### src/rtl/counter_pkg.sv
// Shared types and defaults for the modulo counter and the display/timer blocks that reuse it.
package counter_pkg;

  typedef enum logic {
    WRAP = 1'b0,
    SAT  = 1'b1
  } mode_t;

  localparam int unsigned DEFAULT_WIDTH     = 4;
  localparam int unsigned DEFAULT_TICK_LOG2 = 23;

endpackage

### src/rtl/tick_gen.sv
// Free-running prescaler producing a one-cycle clock-enable tick every 2^TICK_LOG2 cycles.
module tick_gen #(
  parameter int unsigned TICK_LOG2 = 23
) (
  input  logic clk_i,
  input  logic rst_ni,
  input  logic clr_i,
  output logic tick_o
);

  // Keep at least one flop so the zero-length case still elaborates; it is trimmed away.
  localparam int unsigned PW = (TICK_LOG2 == 0) ? 1 : TICK_LOG2;

  logic [PW-1:0] presc_q, presc_d;

  always_comb begin
    presc_d = presc_q + PW'(1);
    if (clr_i) begin
      presc_d = '0;
    end
  end

  always_ff @(posedge clk_i or negedge rst_ni) begin
    if (!rst_ni) begin
      presc_q <= '0;
    end else begin
      presc_q <= presc_d;
    end
  end

  assign tick_o = (TICK_LOG2 == 0) ? 1'b1 : (&presc_q);

endmodule

### src/rtl/mod_counter.sv
// Up/down modulo counter with load, clear, wrap/saturate modes and a built-in tick prescaler.
module mod_counter
  import counter_pkg::*;
#(
  parameter int unsigned WIDTH     = DEFAULT_WIDTH,
  parameter int unsigned MODULUS   = 16,
  parameter int unsigned TICK_LOG2 = DEFAULT_TICK_LOG2
) (
  input  logic             clk_i,
  input  logic             rst_ni,
  input  logic             clr_i,
  input  logic             en_i,
  input  logic             up_i,
  input  mode_t            mode_i,
  input  logic             load_i,
  input  logic [WIDTH-1:0] load_val_i,
  output logic [WIDTH-1:0] count_o,
  output logic             tc_o,
  output logic             zero_o
);

  localparam logic [WIDTH-1:0] MaxVal = WIDTH'(MODULUS - 1);

  logic             tick;
  logic [WIDTH-1:0] count_q, count_d;
  logic             tc_q, tc_d;

  tick_gen #(
    .TICK_LOG2(TICK_LOG2)
  ) u_tick_gen (
    .clk_i (clk_i),
    .rst_ni(rst_ni),
    .clr_i (clr_i),
    .tick_o(tick)
  );

  // Boundary is tested before the add/subtract so the count never leaves 0..MODULUS-1.
  always_comb begin
    count_d = count_q;
    tc_d    = 1'b0;
    if (clr_i) begin
      count_d = '0;
    end else if (load_i) begin
      count_d = (load_val_i > MaxVal) ? MaxVal : load_val_i;
    end else if (tick && en_i) begin
      if (up_i) begin
        if (count_q == MaxVal) begin
          tc_d = 1'b1;
          if (mode_i == WRAP) begin
            count_d = '0;
          end
        end else begin
          count_d = count_q + WIDTH'(1);
        end
      end else begin
        if (count_q == '0) begin
          tc_d = 1'b1;
          if (mode_i == WRAP) begin
            count_d = MaxVal;
          end
        end else begin
          count_d = count_q - WIDTH'(1);
        end
      end
    end
  end

  always_ff @(posedge clk_i or negedge rst_ni) begin
    if (!rst_ni) begin
      count_q <= '0;
      tc_q    <= 1'b0;
    end else begin
      count_q <= count_d;
      tc_q    <= tc_d;
    end
  end

  assign count_o = count_q;
  assign tc_o    = tc_q;
  assign zero_o  = (count_q == '0);

endmodule
### config.mk
export PLATFORM = sky130hd
export DESIGN_NAME = mod_counter
export DESIGN_NICKNAME = d
export VERILOG_FILES = /design/src/rtl/counter_pkg.sv /design/src/rtl/tick_gen.sv /design/src/rtl/mod_counter.sv
export SDC_FILE = /design/constraint.sdc
export NUM_CORES = 1
export LEC_CHECK = 0
export CAP_MARGIN = 20
export CORE_ASPECT_RATIO = 0.9
export CORE_UTILIZATION = 30
export DETAILED_ROUTE_END_ITERATION = 7
export PLACE_DENSITY_LB_ADDON = 0.2
export SLEW_MARGIN = 15
export SYNTH_ARGS = -nofsm -noshare
export SYNTH_HDL_FRONTEND = slang
export SYNTH_HIERARCHICAL = 1
export SYNTH_SLANG_ARGS = --single-unit
### constraint.sdc
create_clock -name clk_i -period 2.5 [get_ports clk_i]
set_input_delay 0.75 -clock clk_i [delete_from_list [all_inputs] [get_ports clk_i]]
set_output_delay 0.75 -clock clk_i [all_outputs]
set_load 0.02 [all_outputs]
==> results of run 1 <==
-- timing repair --
action / CTS / global route
resized for setup: 1 / 1
hold buffers: 0 / 0
setup endpoints to repair: 1 / 4
buffers inserted: 0 / 1
-- worst max-delay path: stages (launching register included) --
cell           delay [ns]
dfrtp_1              0.45
inv_1                0.13
ha_1                 0.24
and3_1               0.16
dlygate4sd2_1        0.33
-- final timing paths --
kind	to	slack (ns)	depth (start not counted)	start
max	zero_o	0.17	4	count_o[1]
max reg2reg	count_o[3]	0.22	7	u_tick_gen/presc_q[1]
min reg2reg	u_tick_gen/presc_q[0]	0.57	2	u_tick_gen/presc_q[0]
max in group asynchronous	u_tick_gen/presc_q[17]	1.38	2	rst_ni
min	u_tick_gen/presc_q[0]	0.57	2	u_tick_gen/presc_q[0]
min in group asynchronous	u_tick_gen/presc_q[9]	0.85	2	rst_ni
-- cell usage after synthesis (2+ instances only) --
| library cell | n | area share (%) |
|---|---|---|
| or4b_1 | 2 | 1.3 |
| nor2_1 | 16 | 3.8 |
| o31ai_1 | 3 | 1.4 |
| and4_1 | 2 | 1.1 |
| or3_1 | 5 | 2.0 |
| xor2_1 | 3 | 1.6 |
| xnor2_1 | 10 | 5.5 |
| o21ai_0 | 10 | 3.1 |
| dfrtp_1 | 28 | 44 |
| ha_1 | 3 | 2.3 |
| o311ai_0 | 2 | 1.1 |
| nor3_1 | 6 | 1.9 |
| nor4_1 | 3 | 1.2 |
| or4_1 | 4 | 1.9 |
| nand2_1 | 11 | 2.6 |
| and3_1 | 2 | 0.78 |
| nand4_1 | 4 | 1.6 |
| a21oi_1 | 11 | 3.4 |
| mux2i_1 | 2 | 1.3 |
| nand3_1 | 7 | 2.2 |
| inv_1 | 10 | 2.3 |
| clkbuf_1 | 5 | 1.2 |
-- area by class of cell --
cell class,instances,share of cell area (%)
clock buffers,4,2.85
well taps,65,4.21
inverters,10,1.94
flip-flops and latches,28,36.3
repair buffers,25,11.7
multi-input cells,125,43.0
-- registers in the layout (all words and copies together), names as in the netlist --
register	flops
u_tick_gen/presc_q	23
tc_o	1
count_o	4
-- cell families (layout without fill, tap and decap cells) --
group | Yosys count | in the layout | share of synthesized area, %
AO/OA/AOI/OAI | 35 | 35 | 14.4
buffers and inverters | 17 | 39 | 4.54
XOR/XNOR | 13 | 13 | 7.13
AND/OR/NAND/NOR | 71 | 71 | 25.8
multiplexers | 3 | 3 | 1.96
adder cells (fa/ha/maj) | 3 | 3 | 2.35
flip-flops | 28 | 28 | 43.9
-- layer usage --
| layer | GRT usage, % | vias up | wire (um) |
|---|---|---|---|
| met3 | 1.91 | 6 | 97 |
| met2 | 22.6 | 29 | 1680 |
| met4 | 5.45 | 0 | 51 |
| li1 | - | 657 | - |
| met1 | 18.0 | 636 | 1750 |
| met5 | 0 | - | 0 |
-- cells in the final DEF (no fill, tap or decap), types with 2 or more instances in the layout --
cell	n
a21oi_1	11
and3_1	2
and4_1	2
buf_4	9
clkbuf_8	4
clkdlybuf4s50_1	15
dfrtp_1	28
ha_1	3
inv_1	10
mux2i_1	2
nand2_1	11
nand3_1	7
nand4_1	4
nor2_1	16
nor3_1	5
nor4_1	3
o21ai_0	10
o311ai_0	2
o31ai_1	3
or3_1	5
or4_1	4
or4b_1	2
xnor2_1	10
xor2_1	3
-- where the power goes --
part / switching [uW] / internal [uW] / total [uW]
combinational: 83.1 / 74.7 / 158
clock: 147 / 141 / 288
sequential: 14.9 / 463 / 478
total: 245 / 679 / 924
-- metrics by stage --
| stage | power (uW) | util (%) | hold slack, ns | setup slack, ns | instances |
|---|---|---|---|---|---|
| after floorplan | 570 | - | 0.454 | 0.0650 | 170 |
| after global placement | 642 | 37.4 | 0.531 | 0.0207 | 252 |
| after detailed placement | 645 | 37.4 | 0.555 | -0.0160 | 252 |
| after CTS | 930 | 38.5 | 0.569 | 0.116 | 256 |
| after global routing | 967 | 38.7 | 0.594 | 0.0246 | 257 |
| final | 924 | 38.7 | 0.566 | 0.174 | 257 |
==> flow_summary_export.csv, run 1 <==
group,metric,value,unit
floorplan,dieArea,5620,sq um
place,gp_congestion,0.759,
final_layout,antenna_cells,0,
sta,tightest_slew,0.397,ns
sta,hold_violations,0,
sta,fin_skew,0.00428,ns
global_route,grt_overflow,0,
detailed_routing,antenna_left,0,
pwr,power.leakage,0.000751,uW
floorplan,die_h,71.2,um
hold_path,min_path_type,"register to register",
critical_path,critical_path_peak_fanout,6,
final_layout,n_fill_cell,528,
logic_synthesis,ys.flop_type,"dfrtp_1",
final_layout,drive_gt1_share,10.9,%
critical_path,worst_ep_required_time,1.75,ns
sta,period_needed,2.33,ns
critical_path,worstSetupPathType,"register to output port",
sta,fmax,0.430,GHz
detailed_routing,drt-initial-drc-count,67,
floorplan,std_cell_rows,24,
detailed_routing,dr.pass1.iters,4,
logic_synthesis,synth-seq-area-share,43.9,%
logic_synthesis,synth_area,1600,sq um
global_route,antenna_found_initial,0,
detailed_routing,wl,3580,um
status,run_status,"completed",
logic_synthesis,synthesis.nets,184,
pwr,ir_drop,0.000199,V
sta,finalSetupViolations,0,
floorplan,die_w,78.9,um
sta,period_share,93.1,%
logic_synthesis,synth_edf_count,0,
pwr,p_per_area,479,nW/um^2
final_layout,seqCellArea,701,sq um
floorplan,initial_core_util,32.1,%
logic_synthesis,synth_cells,170,
clock_network,cts_tree,"yes",
clock_network,cts_max_path_buffers,2,
logic_synthesis,ys_warn_count,6,
clock_network,cts_buffers,3,
final_layout,nets,207,
clock_network,clk_latency,0.28,ns
final_layout,final_area,1930,sq um
sta,rsz0062_at_grt,"no",
global_route,grt_max_degree,29,
logic_synthesis,ys_ff_latch,28,
place,place_hpwl,2520,um
clock_network,clock-sinks,28,
global_route,grt_pass1_wl,5980,um
logic_synthesis,async_reset_ff_share,100,%
clock_network,cts-root-buf,"clkbuf_8",
global_route,grt_pass1_vias,1284,
sta,slew_viol_final,0,
clock_network,path_clk_slew,0.10,ns
clock_network,htree_levels,1,
sta,tns,0,ns
critical_path,startpoint_type,"register",
final_layout,multiInputGateArea,830,sq um
place,place_area,1860,sq um
logic_synthesis,ys_types,43,
critical_path,worstSetupEndpointType,"output port",
floorplan,core-area,4980,sq um
job,drv_cap,0,
detailed_routing,avgViaCountPerCell,5.17,
final_layout,area_growth,20.8,%
place,io_buffers,16,
detailed_routing,wl_per_cell,13.9,um
logic_synthesis,synth_area_per_cell,9.40,sq um
detailed_routing,drc,0,
detailed_routing,vias,1328,
critical_path,crit_arrival,1.58,ns
sta,slew_headroom,72.9,%
floorplan,ioPinCount,17,
global_route,grtUsageTotal,13.6,%
(Power assumes the default switching activity.)
==> run 2: changes to the inputs <==
Settings changed: CTS_BUF_LIST from default to sky130_fd_sc_hd__clkbuf_4.
==> run 2 against run 1 <==
Against the previous run: critical path depth unchanged; global-route usage about the same; combinational power hardly changed; flip-flop and latch count unchanged; core utilization decreased by 0.58 points; sequential share of layout area grew 0.55 points; cell count unchanged; non-clock buffer count is the same; critical path type unchanged; largest cell class unchanged.
==> flow_summary_export.csv, run 2 (synthesis results as in run 1) <==
group,metric,value,unit
status,run_status,"completed",
floorplan,initial_core_util,32.1,%
global_route,antenna_found_initial,0,
final_layout,largest-register,"u_tick_gen/presc_q",
detailed_routing,antenna_left,0,
hold_path,min_path_type,"register to register",
global_route,grtUsageTotal,13.6,%
place,place_area,1860,sq um
critical_path,path_delay_family,"flip-flops",
floorplan,core-area,4980,sq um
critical_path,worstSetupPathType,"register to output port",
global_route,grt_max_degree,29,
place,pre_cts_slack,-0.0160,ns
clock_network,cts_max_path_buffers,2,
critical_path,crit_buf_inv,2,
sta,slew_viol_final,0,
place,io_buffers,16,
floorplan,dieArea,5620,sq um
critical_path,worstSetupEndpointType,"output port",
sta,fin_skew,0.0120,ns
clock_network,htree_levels,1,
critical_path,slowest_delay,0.46,ns
sta,setup_ws,0.119,ns
global_route,grt_overflow,0,
pwr,p_per_area,438,nW/um^2
detailed_routing,avgViaCountPerCell,5.13,
floorplan,die_w,78.9,um
final_layout,drive_gt1_share,10.4,%
final_layout,layout_common_cells,"dfrtp_1, nor2_1, clkdlybuf4s50_1",
detailed_routing,drc,0,
floorplan,std_cell_rows,24,
global_route,grt_pass1_vias,1294,
clock_network,clk_latency,0.33,ns
clock_network,cts_buffers,3,
critical_path,crit_chain,"inv_1 -> ha_1 -> and3_1 -> dlygate4sd2_1",
clock_network,path_clk_slew,0.16,ns
final_layout,layout_commonest_cell,"dfrtp_1",
sta,hold_violations,0,
floorplan,die_h,71.2,um
critical_path,slowest_stage,"dfrtp_1",
sta,period_share,95.3,%
sta,finalSetupViolations,0,
detailed_routing,drt-initial-drc-count,69,
detailed_routing,vias,1319,
place,place_hpwl,2520,um
place,gp_congestion,0.759,
detailed_routing,wl,3540,um
clock_network,cts_tree,"yes",
critical_path,worst_ep_required_time,1.75,ns
detailed_routing,dr.pass1.iters,4,
pwr,ir_drop,0.000174,V
critical_path,crit_arrival,1.63,ns
critical_path,critical_path_peak_fanout,6,
sta,period_needed,2.38,ns
final_layout,final_area,1900,sq um
clock_network,cts-root-buf,"clkbuf_4",
final_layout,largest_reg_flops,23,
sta,fmax,0.420,GHz
pwr,power.leakage,0.000738,uW
floorplan,ioPinCount,17,
global_route,grt_pass1_wl,5980,um
job,drv_cap,0,
clock_network,clock-sinks,28,
final_layout,nets,207,
final_layout,area_growth,19.0,%
critical_path,startpoint_type,"register",
sta,slew_headroom,72.9,%
sta,rsz0062_at_grt,"no",
detailed_routing,wl_per_cell,13.8,um
final_layout,antenna_cells,0,
sta,tightest_slew,0.397,ns
## run 2: area by class of cell
class	instances	area, sq um
inverters	10	37.5
clock inverters	1	3.75
multi-input cells	125	830
well taps	65	81.3
repair buffers	25	226
flip-flops and latches	28	701
clock buffers	3	22.5
fillers	527	3080
## run 2: through the flow
step,total power (uW),hold WS (ns),instances,util [%],setup TNS (ns)
3_3_place_gp,642,0.531,252,37.4,0
4_1_cts,840,0.576,256,37.9,0
2_1_floorplan,570,0.454,170,-,0
6_report,832,0.575,257,38.2,0
3_5_place_dp,645,0.555,252,37.4,-0.0160
5_1_grt,878,0.600,257,38.2,0
## run 2: final timing paths
path,startpoint,to,slack [ns],cells after the start
hold / removal,u_tick_gen/presc_q[0],u_tick_gen/presc_q[0],0.58,2
max in group asynchronous,rst_ni,tc_o,1.44,2
min in group asynchronous,rst_ni,u_tick_gen/presc_q[9],0.78,2
hold reg to reg,u_tick_gen/presc_q[0],u_tick_gen/presc_q[0],0.58,2
setup / recovery,count_o[1],zero_o,0.12,4
setup reg to reg,u_tick_gen/presc_q[1],count_o[3],0.23,7
## run 2: repair_timing
item | 4_1_cts | 5_1_grt
gates cloned | 0 | 0
hold endpoints to repair | 0 | 0
hold buffers | 0 | 0
resized for setup | 1 | 1
endpoints found under the setup margin | 1 | 4
buffers inserted | 0 | 1
## run 2: tightest hold or removal path, stage by stage (launching register included)
cell	delay (ns)
dfrtp_1	0.39
buf_4	0.13
nor2_1	0.05
## run 2: where the power goes
part,switching [uW],internal (uW),total (uW)
combinational,82.9,74.7,158
clock,137,58.6,196
sequential,15.0,464,479
total,235,597,832
## run 2: per-layer routing
metal / GRT usage (%) / up-vias / share of wire, %
met2: 22.1 / 20 / 48
met5: 0 / - / 0
met4: 4.85 / 0 / 0.99
met3: 2.29 / 2 / 2.2
li1: - / 660 / -
met1: 18.3 / 637 / 49
==> run 3: changes to the inputs <==
Settings changed: CAP_MARGIN 20 to 40.
==> results of run 3 <==
The final DEF is identical to that of run 2; final timing and power are the same.
